$ cat src/rtl/maxpool2x2_stream_if.sv
// Stream bundle for maxpool2x2_stream: pixel beats in, pooled pixels out.
// With MAXPOOL_ARGMAX_EN defined it also carries the per-channel window argmax.
interface maxpool2x2_stream_if #(
  parameter int DATA_W = 8
);
  logic [DATA_W-1:0] input_data_0;
  logic [DATA_W-1:0] input_data_1;
  logic              input_valid;
  logic [DATA_W-1:0] output_data_0;
  logic [DATA_W-1:0] output_data_1;
  logic              output_valid;
  logic              frame_done;
`ifdef MAXPOOL_ARGMAX_EN
  logic [1:0]        argmax_0;
  logic [1:0]        argmax_1;

  modport master (
    output input_data_0, input_data_1, input_valid,
    input  output_data_0, output_data_1, output_valid, frame_done, argmax_0, argmax_1
  );
  modport slave (
    input  input_data_0, input_data_1, input_valid,
    output output_data_0, output_data_1, output_valid, frame_done, argmax_0, argmax_1
  );
`else
  modport master (
    output input_data_0, input_data_1, input_valid,
    input  output_data_0, output_data_1, output_valid, frame_done
  );
  modport slave (
    input  input_data_0, input_data_1, input_valid,
    output output_data_0, output_data_1, output_valid, frame_done
  );
`endif
endinterface

$ cat src/rtl/maxpool2x2_stream.sv
// Streaming 2x2 stride-2 max-pool over two channels using a half-width line buffer.
// Optional MAXPOOL_ARGMAX_EN adds the winning window position per channel.
module maxpool2x2_stream #(
  parameter int DATA_W = 8,
  parameter int IN_W   = 6,
  parameter int IN_H   = 6
) (
  input  logic clk,
  input  logic rst_n,
  input  logic ena,
  maxpool2x2_stream_if.slave bus
);
  localparam int CW       = $clog2(IN_W);
  localparam int RW       = (IN_H > 1) ? $clog2(IN_H) : 1;
  localparam int LB_D     = (IN_W + 1) / 2;
  localparam int LAST_COL = (IN_W % 2 == 1) ? IN_W - 2 : IN_W - 1;
  localparam int LAST_ROW = (IN_H % 2 == 1) ? IN_H - 2 : IN_H - 1;

  logic [CW-1:0]     col;
  logic [RW-1:0]     row;
  logic [CW-2:0]     lb_addr;
  logic              beat;
  logic              in_win;
  logic [DATA_W-1:0] in_px    [2];
  logic [DATA_W-1:0] hmax     [2];
  logic [DATA_W-1:0] lbuf     [2][LB_D];
  logic [DATA_W-1:0] pair_max [2];
  logic [DATA_W-1:0] win_max  [2];
  logic [DATA_W-1:0] out_px   [2];
  logic              valid_q;
  logic              done_q;
`ifdef MAXPOOL_ARGMAX_EN
  logic              hidx     [2];
  logic              lidx     [2][LB_D];
  logic              pair_idx [2];
  logic [1:0]        win_idx  [2];
  logic [1:0]        out_idx  [2];
`endif

  assign in_px[0] = bus.input_data_0;
  assign in_px[1] = bus.input_data_1;
  assign beat     = ena & bus.input_valid;
  assign lb_addr  = col[CW-1:1];
  // Trailing odd column/row is consumed by the counters but never pooled.
  assign in_win   = (col <= CW'(LAST_COL)) && (row <= RW'(LAST_ROW));

  // Strict greater-than keeps the earlier raster pixel on ties.
  always_comb begin
    for (int c = 0; c < 2; c++) begin
      pair_max[c] = (in_px[c] > hmax[c]) ? in_px[c] : hmax[c];
      win_max[c]  = lbuf[c][lb_addr];
`ifdef MAXPOOL_ARGMAX_EN
      pair_idx[c] = (in_px[c] > hmax[c]) ? 1'b1 : hidx[c];
      win_idx[c]  = {1'b0, lidx[c][lb_addr]};
`endif
      if (hmax[c] > win_max[c]) begin
        win_max[c] = hmax[c];
`ifdef MAXPOOL_ARGMAX_EN
        win_idx[c] = 2'd2;
`endif
      end
      if (in_px[c] > win_max[c]) begin
        win_max[c] = in_px[c];
`ifdef MAXPOOL_ARGMAX_EN
        win_idx[c] = 2'd3;
`endif
      end
    end
  end

  always_ff @(posedge clk or negedge rst_n) begin
    if (!rst_n) begin
      col     <= '0;
      row     <= '0;
      valid_q <= 1'b0;
      done_q  <= 1'b0;
      for (int c = 0; c < 2; c++) begin
        hmax[c]   <= '0;
        out_px[c] <= '0;
        for (int i = 0; i < LB_D; i++) lbuf[c][i] <= '0;
`ifdef MAXPOOL_ARGMAX_EN
        hidx[c]    <= 1'b0;
        out_idx[c] <= 2'd0;
        for (int i = 0; i < LB_D; i++) lidx[c][i] <= 1'b0;
`endif
      end
    end else begin
      valid_q <= 1'b0;
      done_q  <= 1'b0;
      if (beat) begin
        if (col == CW'(IN_W - 1)) begin
          col <= '0;
          row <= (row == RW'(IN_H - 1)) ? '0 : row + RW'(1);
        end else begin
          col <= col + CW'(1);
        end
        if (in_win) begin
          if (!col[0]) begin
            for (int c = 0; c < 2; c++) begin
              hmax[c] <= in_px[c];
`ifdef MAXPOOL_ARGMAX_EN
              hidx[c] <= 1'b0;
`endif
            end
          end else if (!row[0]) begin
            for (int c = 0; c < 2; c++) begin
              lbuf[c][lb_addr] <= pair_max[c];
`ifdef MAXPOOL_ARGMAX_EN
              lidx[c][lb_addr] <= pair_idx[c];
`endif
            end
          end else begin
            for (int c = 0; c < 2; c++) begin
              out_px[c] <= win_max[c];
`ifdef MAXPOOL_ARGMAX_EN
              out_idx[c] <= win_idx[c];
`endif
            end
            valid_q <= 1'b1;
            done_q  <= (row == RW'(LAST_ROW)) && (col == CW'(LAST_COL));
          end
        end
      end
    end
  end

  assign bus.output_data_0 = out_px[0];
  assign bus.output_data_1 = out_px[1];
  assign bus.output_valid  = valid_q;
  assign bus.frame_done    = done_q;
`ifdef MAXPOOL_ARGMAX_EN
  assign bus.argmax_0      = out_idx[0];
  assign bus.argmax_1      = out_idx[1];
`endif
endmodule

$ cat src/flat_wrapper.sv
// flat-port wrapper written by rule: the top's interface ports become plain ports
module maxpool2x2_stream_flat 
#(
  parameter int DATA_W = 8,
  parameter int IN_W   = 6,
  parameter int IN_H   = 6
)
  (clk, rst_n, ena, bus_input_data_0, bus_input_data_1, bus_input_valid, bus_output_data_0, bus_output_data_1, bus_output_valid, bus_frame_done);
  maxpool2x2_stream_if #(.DATA_W(DATA_W)) bus_i ();
  input  logic clk;
  input  logic rst_n;
  input  logic ena;
  input wire logic [$bits(bus_i.input_data_0)-1:0] bus_input_data_0;
  input wire logic [$bits(bus_i.input_data_1)-1:0] bus_input_data_1;
  input wire logic [$bits(bus_i.input_valid)-1:0] bus_input_valid;
  output wire logic [$bits(bus_i.output_data_0)-1:0] bus_output_data_0;
  output wire logic [$bits(bus_i.output_data_1)-1:0] bus_output_data_1;
  output wire logic [$bits(bus_i.output_valid)-1:0] bus_output_valid;
  output wire logic [$bits(bus_i.frame_done)-1:0] bus_frame_done;
  assign bus_i.input_data_0 = bus_input_data_0;
  assign bus_i.input_data_1 = bus_input_data_1;
  assign bus_i.input_valid = bus_input_valid;
  assign bus_output_data_0 = bus_i.output_data_0;
  assign bus_output_data_1 = bus_i.output_data_1;
  assign bus_output_valid = bus_i.output_valid;
  assign bus_frame_done = bus_i.frame_done;
  maxpool2x2_stream #(.DATA_W(DATA_W), .IN_W(IN_W), .IN_H(IN_H)) u_core (.clk(clk), .rst_n(rst_n), .ena(ena), .bus(bus_i));
endmodule
$ cat config.mk
export PLATFORM = sky130hd
export DESIGN_NAME = maxpool2x2_stream_flat
export DESIGN_NICKNAME = d
export VERILOG_FILES = /design/src/rtl/maxpool2x2_stream_if.sv /design/src/rtl/maxpool2x2_stream.sv /design/src/flat_wrapper.sv
export SDC_FILE = /design/constraint.sdc
export NUM_CORES = 1
export LEC_CHECK = 0
export ABC_AREA = 1
export ABC_CLOCK_PERIOD_IN_PS = 10100
export CELL_PAD_IN_SITES_DETAIL_PLACEMENT = 0
export CELL_PAD_IN_SITES_GLOBAL_PLACEMENT = 1
export CORE_ASPECT_RATIO = 1.75
export CORE_MARGIN = 3
export CORE_UTILIZATION = 51
export CTS_BUF_LIST = sky130_fd_sc_hd__clkbuf_4 sky130_fd_sc_hd__clkbuf_8 sky130_fd_sc_hd__clkbuf_16
export CTS_CLUSTER_SIZE = 28
export DETAILED_ROUTE_END_ITERATION = 10
export DONT_BUFFER_PORTS = 1
export PLACE_DENSITY = 0.95
export SLEW_MARGIN = 15
export SYNTH_ARGS = -nofsm -noshare
export SYNTH_HDL_FRONTEND = slang
export SYNTH_SLANG_ARGS = --single-unit
$ cat constraint.sdc
create_clock -name clk -period 10.1 [get_ports clk]
set_input_delay 0.505 -clock clk [delete_from_list [all_inputs] [get_ports clk]]
set_output_delay 0.505 -clock clk [all_outputs]
set_load 0.02 [all_outputs]
# After elaboration in Yosys (flattened, before gate mapping)
# Index checks and enable logic that the tools add are counted.
op_classes:
  add_sub_neg: 2
  mul: 0
  n_div: 0
  n_lt_le_gt_ge: 10
  n_eq_ne: 2
  shifts: 0
  mux: 26
  n_bitwise: 4
  n_reduce_logical: 7
ops:
  columns: ["op", "n"]
  rows:
  - ["$mux 8", 11]
  - ["$bwmux 24", 2]
  - ["$gt 8x8->1", 6]
  - ["$bmux 8 s2", 2]
  - ["$demux 8 s2", 1]
  - ["$mux 1", 8]
  - ["$reduce_and 4->1", 2]
  - ["$add 3x1->3 const B", 2]
  - ["$eq 3x3->1 const B", 2]
  - ["$le 3x3->1 const B", 2]
  - ["$mux 3", 2]
  - ["$ge 3x3->1 const B", 1]
  - ["$logic_and 1x1->1", 3]
  - ["$lt 3x1->1 const B", 1]
  - ["$not 2->3", 1]
  - ["$reduce_and 3->1", 1]
  - ["$not 1->1", 2]
  - ["$reduce_and 2->1", 1]
  - ["$and 1x1->1", 1]
word_totals:
  ff_bits: 88
  latch_bits: 0
  ramBits: 0
  rom_bits: 0
  out_inout_bits: 18
  mem_count: 0

# Longest topological paths before layout
# Gate-level depths: netlist of run 1.
depth:
  word_depth: 8
  mapped_depth: 29
  mapped_depth_nobuf: 28

# Worst setup path after synthesis of run 1
# No wires, ideal clock.
synth_timing:
  path_type: "register -> register"
  startpoint: "register u_core.col[1]"
  endpoint: "register u_core.out_px, in the netlist u_core.bus.output_data_1[0]"
  setup_time_ns: 0.116
  arrival_time_ns: 3.413
  required_ns: 9.984
  slack_ns: 6.570
  path_stages_with_launch: 21
  path_buffers: 1
  period_less_slack_ns: 3.530
  path_cell_list: "dfrtp_1 -> nor2_2 -> buf_2 -> a22oi_1 -> nand2_1 -> inv_1 -> ha_1 -> nand2_1 -> nor2_1 -> nand4_1 -> nand2_1 -> nand2_1 -> and2_1 -> ha_1 -> nand2_1 -> nor2_1 -> nand4_1 -> nand2_1 -> nand3_1 -> nand2_1 -> nand2_1"
synth_via:
  elab_chain_cells: 8
  word_cells_on_any_way: 11
  classes_between: "order compare (3); mux (5); bitwise (1); reduce/logical (2)"
synth_lines:
  columns: ["element", "line_no", "source"]
  rows:
  - ["from (decl)", "maxpool2x2_stream.sv:19", "logic [CW-1:0] col;"]
  - ["from (signal assigned)", "maxpool2x2_stream.sv:95", "col <= col + CW'(1);"]
  - ["$not 2->3 (implied by the code)", "maxpool2x2_stream.sv:51", "win_max[c] = lbuf[c][lb_addr];"]
  - ["$bmux 8 s2", "maxpool2x2_stream.sv:51", null]
  - ["$mux 8 (implied by the code) (2 in series)", "maxpool2x2_stream.sv:51", null]
  - ["$gt 8x8->1", "maxpool2x2_stream.sv:56", "if (hmax[c] > win_max[c]) begin"]
  - ["$mux 8", "maxpool2x2_stream.sv:56", null]
  - ["$gt 8x8->1", "maxpool2x2_stream.sv:62", "if (in_px[c] > win_max[c]) begin"]
  - ["$mux 8", "maxpool2x2_stream.sv:62", null]
  - ["to (signal, indexed assignment)", "maxpool2x2_stream.sv:114", "out_px[c] <= win_max[c];"]
  - ["to (decl)", "maxpool2x2_stream.sv:29", "logic [DATA_W-1:0] out_px [2];"]
# Several ways; a longest one is shown, not always the timed one. The select of a mux whose other input is x is not followed.
# A chain may end at the register's enable or synchronous reset.

# Worst setup path in the final report of run 1
layout_timing:
  startpoint: "register u_core.col[1]"
  endpoint: "register u_core.out_px, in the netlist u_core.bus.output_data_0[6]"
# The elaborated chain is that of the path after synthesis.

==> results of run 1 <==
==> metal layers <==
metal / global-route usage (%) / part of all wire [%]
met2: 46.7 / 52
met5: 0 / 0
met3: 3.81 / 3.8
met1: 28.0 / 36
met4: 20.8 / 7.9
==> Yosys cell counts, drive strengths merged (5+ instances only) <==
cell type / instances
o21a: 5
dfrtp: 88
and2: 14
nand2: 303
nor2: 24
clkinv: 10
o21ai: 22
inv: 83
ha: 48
nand3: 116
a22oi: 12
buf: 12
nand4: 7
a21oi: 19
==> worst max-delay path by stage <==
stage	to	from	cells past startpoint
after detailed placement	u_core.bus.output_data_0[6]$_DFFE_PN0P_	u_core.col[2]$_DFFE_PN0P_	20
final	u_core.bus.output_data_0[6]$_DFFE_PN0P_	u_core.col[1]$_DFFE_PN0P_	19
after CTS	u_core.bus.output_data_0[6]$_DFFE_PN0P_	u_core.col[2]$_DFFE_PN0P_	20
after floorplan	u_core.bus.output_data_1[0]$_DFFE_PN0P_	u_core.col[1]$_DFFE_PN0P_	20
after global placement	u_core.bus.output_data_1[5]$_DFFE_PN0P_	u_core.col[2]$_DFFE_PN0P_	20
after global routing	u_core.bus.output_data_1[5]$_DFFE_PN0P_	u_core.col[2]$_DFFE_PN0P_	20
==> power breakdown <==
group          switching (mW)  internal (mW)
Clock                   0.140          0.233
Sequential              0.167          0.512
Combinational           0.896          0.480
==> repair_timing <==
item | in CTS | in global routing
hold buffers | 1 | 0
endpoints found under the hold margin | 88 | 0
setup buffers | 0 | 0
==> critical path, cell delays in order, from the launching register on <==
cell and delay [ns]:
dfrtp_1 0.42, nor2_2 0.72, a22oi_1 0.22, nand2_1 0.20, inv_1 0.07, ha_1 0.27, nand2_1 0.06, nor2_1 0.19
nand4_2 0.23, nand2_1 0.28, nand2_1 0.12, and2_1 0.16, ha_1 0.29, nand2_1 0.07, nor2_1 0.15, nand4_1 0.31
nand2_1 0.36, nand3_1 0.15, nand2_1 0.09, nand2_1 0.05
==> per-stage QoR <==
stage / hold WS [ns] / worst slack [ns]
after floorplan: 0.209 / 6.57
after global placement: 0.213 / 5.71
after detailed placement: 0.213 / 5.64
after CTS: 0.0909 / 5.62
after global routing: 0.0940 / 5.14
final: 0.0637 / 5.59
==> logic make-up (layout without fill, tap and decap cells) <==
family / Yosys count / after routing
AND/OR/NAND/NOR: 464 / 464
flip-flops: 88 / 88
adder cells (fa/ha/maj): 48 / 48
AO/OA/AOI/OAI: 63 / 63
buffers and inverters: 107 / 110
==> state kept, by name (all words and copies together) (netlist names) <==
| signal | cells |
|---|---|
| u_core.bus.output_data_0 | 8 |
| u_core.bus.frame_done | 1 |
| u_core.row | 3 |
| u_core.bus.output_valid | 1 |
| u_core.col | 3 |
| u_core.bus.output_data_1 | 8 |
| u_core.hmax | 16 |
| u_core.lbuf | 48 |
==> area by class of cell <==
cell class	instances	area, um2	area share [%]
inverters	93	349	5.75
clock inverters	4	76.3	1.26
repair buffers	1	27.5	0.454
well taps	130	163	2.68
clock buffers	12	260	4.29
multi-input cells	575	2990	49.3
flip-flops and latches	88	2200	36.3
==> metrics.yaml, run 1 <==
final-hold-violation-count: 0
clock_latency_ns: 0.34
synth_top_area_share_pct: 39.1
synthSimpleGateAreaFrac_pct: 35.6
io_pins: 38
synth_edf_count: 0
grt_pass1_wl_um: 26000
end_kind: "register"
r2r_slack_ns: 5.59
yosys.area_share.adder_pct: 10.7
slew-limit-headroom_pct: 31.2
hold_class: "input pin to async pin"
fin_crit_ns: 4.51
slew_violations: 0
rsz0062_at_grt: "false"
syn-num-nets: 838
dpl-instance-area_um2: 5700
r2r_start: "u_core.col[1]$_DFFE_PN0P_"
antenna_left: 0
placementRows: 50
cts_tree: "built"
required_ns: 10.34
cts.path.max_buffers: 2
wl_per_cell_um: 17.8
synth_flop_cell: "dfrtp_1"
status: "finished, final reports clean"
n_antenna_cell: 0
dp.final_hpwl_um: 12200
arrival_ns: 4.75
initial_core_util_pct: 52.4
final_common_cell: "nand2_1"
netlist_instances: 770
cap_violations: 0
grt_max_degree: 89
gr-total-overflow: 0
finalSetupTns_ns: 0
r2r-end: "u_core.bus.output_data_0[6]$_DFFE_PN0P_"
synth-xor-area-share_pct: 0
crit_path_start_kind: "register"
ys_ff_latch: 88
cts_root_buf: "clkbuf_16"
ys_seq_area_share_pct: 39.1
fmax_mhz: 222
grt_pass1_vias: 5264
synth.area.top_cells: "dfrtp_1 (39%), nand2_1 (20%), ha_1 (11%), nand3_1 (10%), inv_1 (5.0%)"
ys.warnings.count: 0
numCtsBuffers: 9
ys_types: 28
h-tree-depth: 3
io_buffer_count: 0
fp.coreArea_um2: 10800
synthMuxAreaShare_pct: 0
fin_total_pwr_mw: 2.43
die-area_um2: 12400
layout_common_cells: "nand2_1 (302), nand3_1 (115), dfrtp_1 (88)"
dp.cells: 886
fin_util_pct: 56.4
synth_top_family_by_area: "simple AND/OR/NAND/NOR gates"
finalNetCount: 836
die_h_um: 145
nFillCells: 1023
fin_cells: 903
drtPass1Iterations: 5
cts-resized-gates: 0
routabilityCongestion: 0.910
path_clk_slew_ns: 0.06
vdd_ir_drop_max_mv: 0.331
die_x_um: 85.5
antenna_found_initial: 0
crit_path_max_fanout: 18
synth-compound-area-share_pct: 6.81
syn_area_um2: 5640
drc: 0
reg2reg_depth: 19
track_usage_pct: 26.8
power.density_nw_per_um2: 400
area_growth_pct: 7.64
worst_slew_pin_slew_ns: 1.03
finalSetupViolCount: 0
via_per_inst: 5.72
cts_sinks: 88
async_flop_share_pct: 100
crit_type: "register to register"
leakagePower_nw: 3.28
drive_gt1_share_pct: 5.17
clock_skew_ns: 0.00573
drt_wl_total_um: 16100
drt_iter0_drc: 298
finalCritPeriodShare_pct: 44.6
syn_area_per_cell_um2: 7.32
postLayoutCellArea_um2: 6070
vias: 5162
synth_area_leader_cell: "dfrtp_1"
(Power assumes the default switching activity.)
==> run 2, diff against run 1 <==
- ABC_CLOCK_PERIOD_IN_PS: 10100 -> 4600
- CORE_UTILIZATION: 51 -> 47
- PLACE_DENSITY: 0.95 -> 0.91
- clock period: 10.1 -> 4.6 ns (I/O delays scaled with it)
==> run 2 against run 1 <==
  * First-iteration DRC count is 10% higher
  * Hold slack better by 0.031 ns
  * Critical path depth is 4 higher
  * Critical endpoint is now u_core.bus.output_data_1[2]$_DFFE_PN0P_
  * Largest power group unchanged
==> metrics.yaml, run 2 (synthesis gave the netlist of run 1 again) <==
wl_per_cell_um: 17.5  # was 17.8 um
io_buffer_count: 0  # unchanged
dp_slack_ns: 0.229  # was 5.64 ns
die-area_um2: 13400  # was 12,400 um2
largestRegisters: "u_core.lbuf: 48 flops, u_core.hmax: 16 flops"  # unchanged
switchingPower_mw: 2.71  # was 1.20 mW
io_pins: 38  # unchanged
crit_path_max_fanout: 14  # was 18
path_clk_slew_ns: 0.06  # about the same
clock_latency_ns: 0.35  # was 0.34 ns
fin_ws_ns: 0.410  # was 5.59 ns
power.density_nw_per_um2: 880  # was 400 nW/um2
final_common_cell: "nand2_1"  # unchanged
dp.final_hpwl_um: 12300  # was 12,200 um
leakagePower_nw: 3.32  # was 3.28 nW
drt_wl_total_um: 16100  # about the same
routabilityCongestion: 1.04  # was 0.910
drtPass1Iterations: 5  # unchanged
clock_skew_ns: 0.0105  # was 0.00573 ns
cts.path.max_buffers: 2  # unchanged
nFillCells: 1157  # was 1,023
finalSetupTns_ns: 0  # unchanged
n_antenna_cell: 0  # unchanged
cts_root_buf: "clkbuf_16"  # unchanged
cap_violations: 0  # unchanged
fin_crit_ns: 4.19  # was 4.51 ns
finalSetupViolCount: 0  # unchanged
die_x_um: 88.8  # was 85.5 um
area_growth_pct: 9.08  # was 7.64%
fmax_mhz: 239  # was 222 MHz
antenna_left: 0  # unchanged
pwr-share-clk_pct: 14.9  # was 15.4%
numCtsBuffers: 9  # unchanged
hold_class: "input pin to register"  # was input pin to async pin
required_ns: 4.84  # was 10.34 ns
status: "finished, final reports clean"  # unchanged
drt_iter0_drc: 328  # was 298
cts_tree: "built"  # unchanged
fp.coreArea_um2: 11600  # was 10,800 um2
final-hold-violation-count: 0  # unchanged
crit_path_start_kind: "register"  # unchanged
arrival_ns: 4.43  # was 4.75 ns
switching_share_pct: 50.1  # was 49.5%
antenna_found_initial: 0  # unchanged
via_per_inst: 5.61  # was 5.72
slew-limit-headroom_pct: 25.9  # was 31.2%
rsz0062_at_grt: "false"  # unchanged
multiInputGateArea_um2: 3000  # was 2990 um2
p_int_mw: 2.70  # was 1.23 mW
die_h_um: 151  # was 145 um
gr-total-overflow: 0  # unchanged
initial_core_util_pct: 48.4  # was 52.4%
vias: 5146  # was 5,162
drc: 0  # unchanged
drive_gt1_share_pct: 6.39  # was 5.17%
grt_pass1_vias: 5351  # was 5,264
slew_violations: 0  # unchanged
h-tree-depth: 3  # unchanged
grt_pass1_wl_um: 26100  # was 26,000 um
finalCritPeriodShare_pct: 91.1  # was 44.6%
placementRows: 52  # was 50
cts_sinks: 88  # unchanged
largest_reg_flops: 48  # unchanged
finalNetCount: 845  # was 836
grt_max_degree: 89  # unchanged
worst_slew_pin_slew_ns: 1.11  # was 1.03 ns
p_seq_share_pct: 27.6  # was 28.0%
end_kind: "register"  # unchanged
layout_common_cells: "nand2_1 (300), nand3_1 (115), dfrtp_1 (88)"  # was nand2_1 (302), nand3_1 (115), dfrtp_1 (88)
track_usage_pct: 25.7  # was 26.8%
crit_type: "register to register"  # unchanged
vdd_ir_drop_max_mv: 0.505  # was 0.331 mV
register_area_um2: 2200  # unchanged
combPwrFrac_pct: 57.5  # was 56.6%
top_register: "u_core.lbuf"  # unchanged
-- run 2: metrics by stage --
| stage | area [um2] | util [%] | hold WS, ns | total power, mW | instances |
|---|---|---|---|---|---|
| after global routing | 6150 | 52.8 | 0.103 | 5.97 | 917 |
| after floorplan | 5640 | - | -0.0656 | 3.69 | 770 |
| after CTS | 6120 | 52.5 | 0.0834 | 5.39 | 914 |
| final | 6150 | 52.8 | 0.0946 | 5.41 | 917 |
| after global placement | 5750 | 49.3 | -0.0632 | 4.46 | 896 |
| after detailed placement | 5750 | 49.3 | -0.0626 | 4.55 | 896 |
-- run 2: path summary, 6_finish.rpt --
kind | start | slack (ns) | endpoint | cells past startpoint
max | u_core.col[1]$_DFFE_PN0P_ | 0.41 | u_core.bus.output_data_1[2]$_DFFE_PN0P_ | 23
min | bus_input_data_1[7] | 0.09 | u_core.hmax[7]$_DFFE_PN0P_ | 2
max reg2reg | u_core.col[1]$_DFFE_PN0P_ | 0.41 | u_core.bus.output_data_1[2]$_DFFE_PN0P_ | 23
min reg2reg | u_core.lbuf[15]$_DFFE_PN0P_ | 0.48 | u_core.lbuf[15]$_DFFE_PN0P_ | 2
max in group asynchronous | rst_n | 3.77 | u_core.lbuf[45]$_DFFE_PN0P_ | 2
min in group asynchronous | rst_n | 0.44 | u_core.lbuf[27]$_DFFE_PN0P_ | 2
-- run 2: repair_timing --
item | CTS | global route
gates resized for setup | 0 | 3
setup endpoints to repair | 0 | 8
hold buffers | 2 | 0
buffers inserted | 0 | 3
hold endpoints to repair | 88 | 0
-- run 2: layout make-up --
| cell class | instances | share of cell area, % |
|---|---|---|
| multi-input cells | 575 | 48.8 |
| repair buffers | 10 | 1.59 |
| well taps | 135 | 2.75 |
| flip-flops and latches | 88 | 35.8 |
| clock buffers | 10 | 3.89 |
| clock inverters | 6 | 1.51 |
| inverters | 93 | 5.68 |
-- run 2: worst max-delay path, stage by stage (launching register included) --
cell     delay [ns]
dfrtp_1        0.44
nor2_2         0.29
buf_4          0.30
a22oi_1        0.12
nand2_1        0.16
inv_1          0.06
ha_1           0.31
nand2_1        0.07
nand2_1        0.05
nand2_1        0.05
nand2_1        0.05
nand2_1        0.06
nand2_1        0.18
nand2_2        0.21
nand2_1        0.09
and2_1         0.16
ha_1           0.29
nand2_1        0.07
nor2_1         0.14
nand4_1        0.34
nand2_2        0.32
nand3_1        0.18
nand2_1        0.10
nand2_1        0.05
-- run 2: power groups by stage --
stage	logic (mW)	registers [mW]	clock network (mW)
final	3.11	1.50	0.805
after global routing	3.59	1.53	0.848
after CTS	3.08	1.49	0.822
after detailed placement	3.05	1.50	0
after global placement	2.98	1.49	0
after floorplan	2.29	1.40	0
-- run 2: layer usage --
| layer | vias to the layer above | GRT usage [%] | wire length, um |
|---|---|---|---|
| li1 | 2496 | - | - |
| met1 | 2438 | 27.4 | 5950 |
| met2 | 149 | 46.7 | 8620 |
| met3 | 63 | 3.59 | 592 |
| met4 | 0 | 14.8 | 916 |
| met5 | - | 0 | 0 |
==> run 3, diff against run 2 <==
- CORE_UTILIZATION: 47 -> 23
- PLACE_DENSITY: 0.91 -> 0.56
==> run 3 against run 2 <==
  * First-iteration DRC count is 11% lower
  * Maximum frequency is 2.1% higher
  * Hold slack better by 0.013 ns
  * Utilization down 26 points
  * Sequential power hardly changed
  * Global-route usage decreased by 11 points
  * Count of clock-buffer cells in the layout shrank 1
  * Total power is 1.8% higher
  * Largest power group unchanged
  * Critical path depth shrank 1
  * Flip-flop and latch count unchanged
==> metrics.yaml, run 3 (synthesis gave the netlist of run 1 again) <==
status: "finished, final reports clean"  # unchanged
dpl-instance-area_um2: 6020  # was 5750 um2
combPwrFrac_pct: 59.2  # was 57.5%
postLayoutCellArea_um2: 6360  # was 6150 um2
met3WireLength_um: 447  # was 592 um
cap_violations: 0  # unchanged
h-tree-depth: 3  # unchanged
n_antenna_cell: 0  # unchanged
vias: 4986  # was 5,146
slew-limit-headroom_pct: 23.0  # was 25.9%
highest-signal-layer: "met4"  # unchanged
switchingPower_mw: 2.82  # was 2.71 mW
largest_reg_flops: 48  # unchanged
cp-startpoint: "u_core.col[1]$_DFFE_PN0P_"  # unchanged
p_seq_share_pct: 26.7  # was 27.6%
power.density_nw_per_um2: 867  # was 880 nW/um2
placementRows: 75  # was 52
antenna_left: 0  # unchanged
initial_core_util_pct: 23.5  # was 48.4%
cts_tree: "built"  # unchanged
r2r_start: "u_core.col[1]$_DFFE_PN0P_"  # unchanged
reg2reg_depth: 22  # was 23
fin_total_pwr_mw: 5.51  # was 5.41 mW
io_pins: 38  # unchanged
r2r_slack_ns: 0.50  # was 0.41 ns
fmax_mhz: 244  # was 239 MHz
grt_max_degree: 89  # unchanged
p_int_mw: 2.69  # was 2.70 mW
routabilityCongestion: 0.856  # was 1.04
arrival_ns: 4.35  # was 4.43 ns
final-hold-violation-count: 0  # unchanged
fin_crit_ns: 4.10  # was 4.19 ns
dp.final_hpwl_um: 14800  # was 12,300 um
worst_slew_pin_slew_ns: 1.15  # was 1.11 ns
area_growth_pct: 12.8  # was 9.08%
via_per_inst: 4.56  # was 5.61
end_kind: "register"  # unchanged
drt_wl_total_um: 19100  # was 16,100 um
top_register: "u_core.lbuf"  # unchanged
path_clk_slew_ns: 0.07  # was 0.06 ns
gr-total-overflow: 0  # unchanged
crit_path_start_kind: "register"  # unchanged
met1_length_um: 6900  # was 5950 um
switching_share_pct: 51.2  # was 50.1%
fp.coreArea_um2: 24000  # was 11,600 um2
die-area_um2: 26500  # was 13,400 um2
crit_end: "u_core.bus.output_data_0[6]$_DFFE_PN0P_"  # was u_core.bus.output_data_1[2]$_DFFE_PN0P_
die_x_um: 124  # was 88.8 um
drive_gt1_share_pct: 6.62  # was 6.39%
leakagePower_nw: 3.33  # was 3.32 nW
finalCritPeriodShare_pct: 89.2  # was 91.1%
rsz0062_at_grt: "false"  # unchanged
drc: 0  # unchanged
grt_pass1_wl_um: 29500  # was 26,100 um
grt_pass1_vias: 5159  # was 5,351
fin_cells: 1094  # was 917
cts_root_buf: "clkbuf_16"  # unchanged
crit_path_max_fanout: 15  # was 14
final_common_cell: "nand2_1"  # unchanged
dp.cells: 1076  # was 896
finalSetupTns_ns: 0  # unchanged
vdd_ir_drop_max_mv: 0.281  # was 0.505 mV
dp_slack_ns: 0.476  # was 0.229 ns
track_usage_pct: 14.7  # was 25.7%
drtPass1Iterations: 5  # unchanged
die_h_um: 213  # was 151 um
clock_skew_ns: 0.0138  # was 0.0105 ns
finalSetupViolCount: 0  # unchanged
antenna_found_initial: 0  # unchanged
clock_latency_ns: 0.36  # was 0.35 ns
fin_ws_ns: 0.498  # was 0.410 ns
numCtsBuffers: 9  # unchanged
io_buffer_count: 0  # unchanged
fin_util_pct: 26.5  # was 52.8%
worst_hold_slack_ns: 0.108  # was 0.0946 ns
drt_iter0_drc: 292  # was 328
layout_common_cells: "nand2_1 (302), nand3_1 (115), dfrtp_1 (88)"  # was nand2_1 (300), nand3_1 (115), dfrtp_1 (88)
crit_type: "register to register"  # unchanged
cts_sinks: 88  # unchanged
hold_class: "input pin to register"  # unchanged
r2r-end: "u_core.bus.output_data_0[6]$_DFFE_PN0P_"  # was u_core.bus.output_data_1[2]$_DFFE_PN0P_
slew_violations: 0  # unchanged
wl_per_cell_um: 17.5  # about the same
pwr-share-clk_pct: 14.0  # was 14.9%
cts.path.max_buffers: 2  # unchanged
met2_length_um: 10600  # was 8620 um
required_ns: 4.85  # was 4.84 ns
largestRegisters: "u_core.lbuf: 48 flops, u_core.hmax: 16 flops"  # unchanged
finalNetCount: 849  # was 845
run 3: changes by cell type in the layout (fill, tap and decap cells not counted):
cell | before | now
nor2_2 | 3 | 4
buf_4 | 8 | 12
nand2_2 | 3 | 1
bufinv_16 | 2 | 1
clkinvlp_4 | 2 | 1
nor2_4 | 4 | 3
inv_6 | 0 | 3
clkinv_4 | 2 | 1
clkbuf_8 | 1 | 0
nand2_1 | 300 | 302
clkinv_2 | 0 | 1
run 3: final cells by class:
| cell class | count | area [um2] |
|---|---|---|
| Clock buffer | 9 | 225 |
| Clock inverter | 7 | 77.6 |
| Fill cell | 2753 | 17700 |
| Inverter | 93 | 349 |
| Multi-Input combinational cell | 575 | 2990 |
| Sequential cell | 88 | 2200 |
| Tap cell | 308 | 385 |
| Timing Repair Buffer | 14 | 128 |
run 3: worst max-delay path, cell delays in order, from the launching register on:
cell and delay [ns]:
dfrtp_1 0.42, nor2_2 0.21, buf_4 0.27, a22oi_1 0.12, nand2_1 0.15, inv_1 0.06, ha_1 0.29, a21oi_1 0.17
nor2_1 0.05, nor2_1 0.08, nand2_1 0.18, nand2_1 0.26, nand2_1 0.18, and2_1 0.18, ha_1 0.28, a21oi_1 0.16
nand2_1 0.07, nand2_1 0.06, nand2_1 0.17, nand2_1 0.31, nand3_1 0.16, nand2_1 0.11, nand2_1 0.05
run 3: worst min-delay path by stage:
stage                     slack [ns]  depth (start not counted)                               to                start
after global routing            0.12                          2       u_core.hmax[9]$_DFFE_PN0P_  bus_input_data_0[1]
after floorplan                -0.07                          0  u_core.bus.frame_done$_DFF_PN0_                rst_n
after global placement         -0.06                          0        u_core.row[2]$_DFFE_PN0P_                rst_n
after detailed placement       -0.06                          0        u_core.row[2]$_DFFE_PN0P_                rst_n
final                           0.11                          2       u_core.hmax[6]$_DFFE_PN0P_  bus_input_data_1[6]
after CTS                       0.09                          2       u_core.hmax[9]$_DFFE_PN0P_  bus_input_data_0[1]
run 3: repair_timing:
action	in CTS	in global routing
hold buffers	2	0
resized for setup	0	0
setup buffers	0	0
hold endpoints to repair	88	0
run 3: power groups by stage:
stage | clock, mW | sequential, mW | combinational (mW)
final | 0.774 | 1.47 | 3.26
after CTS | 0.797 | 1.48 | 3.31
after global routing | 0.825 | 1.53 | 3.76
after floorplan | 0 | 1.40 | 2.29
after global placement | 0 | 1.49 | 3.29
after detailed placement | 0 | 1.49 | 3.27
run 3: per-layer routing:
metal	up-vias	global-route usage (%)
li1	2508	-
met4	0	9.50
met3	50	1.90
met2	93	28.4
met1	2335	14.6
met5	-	0
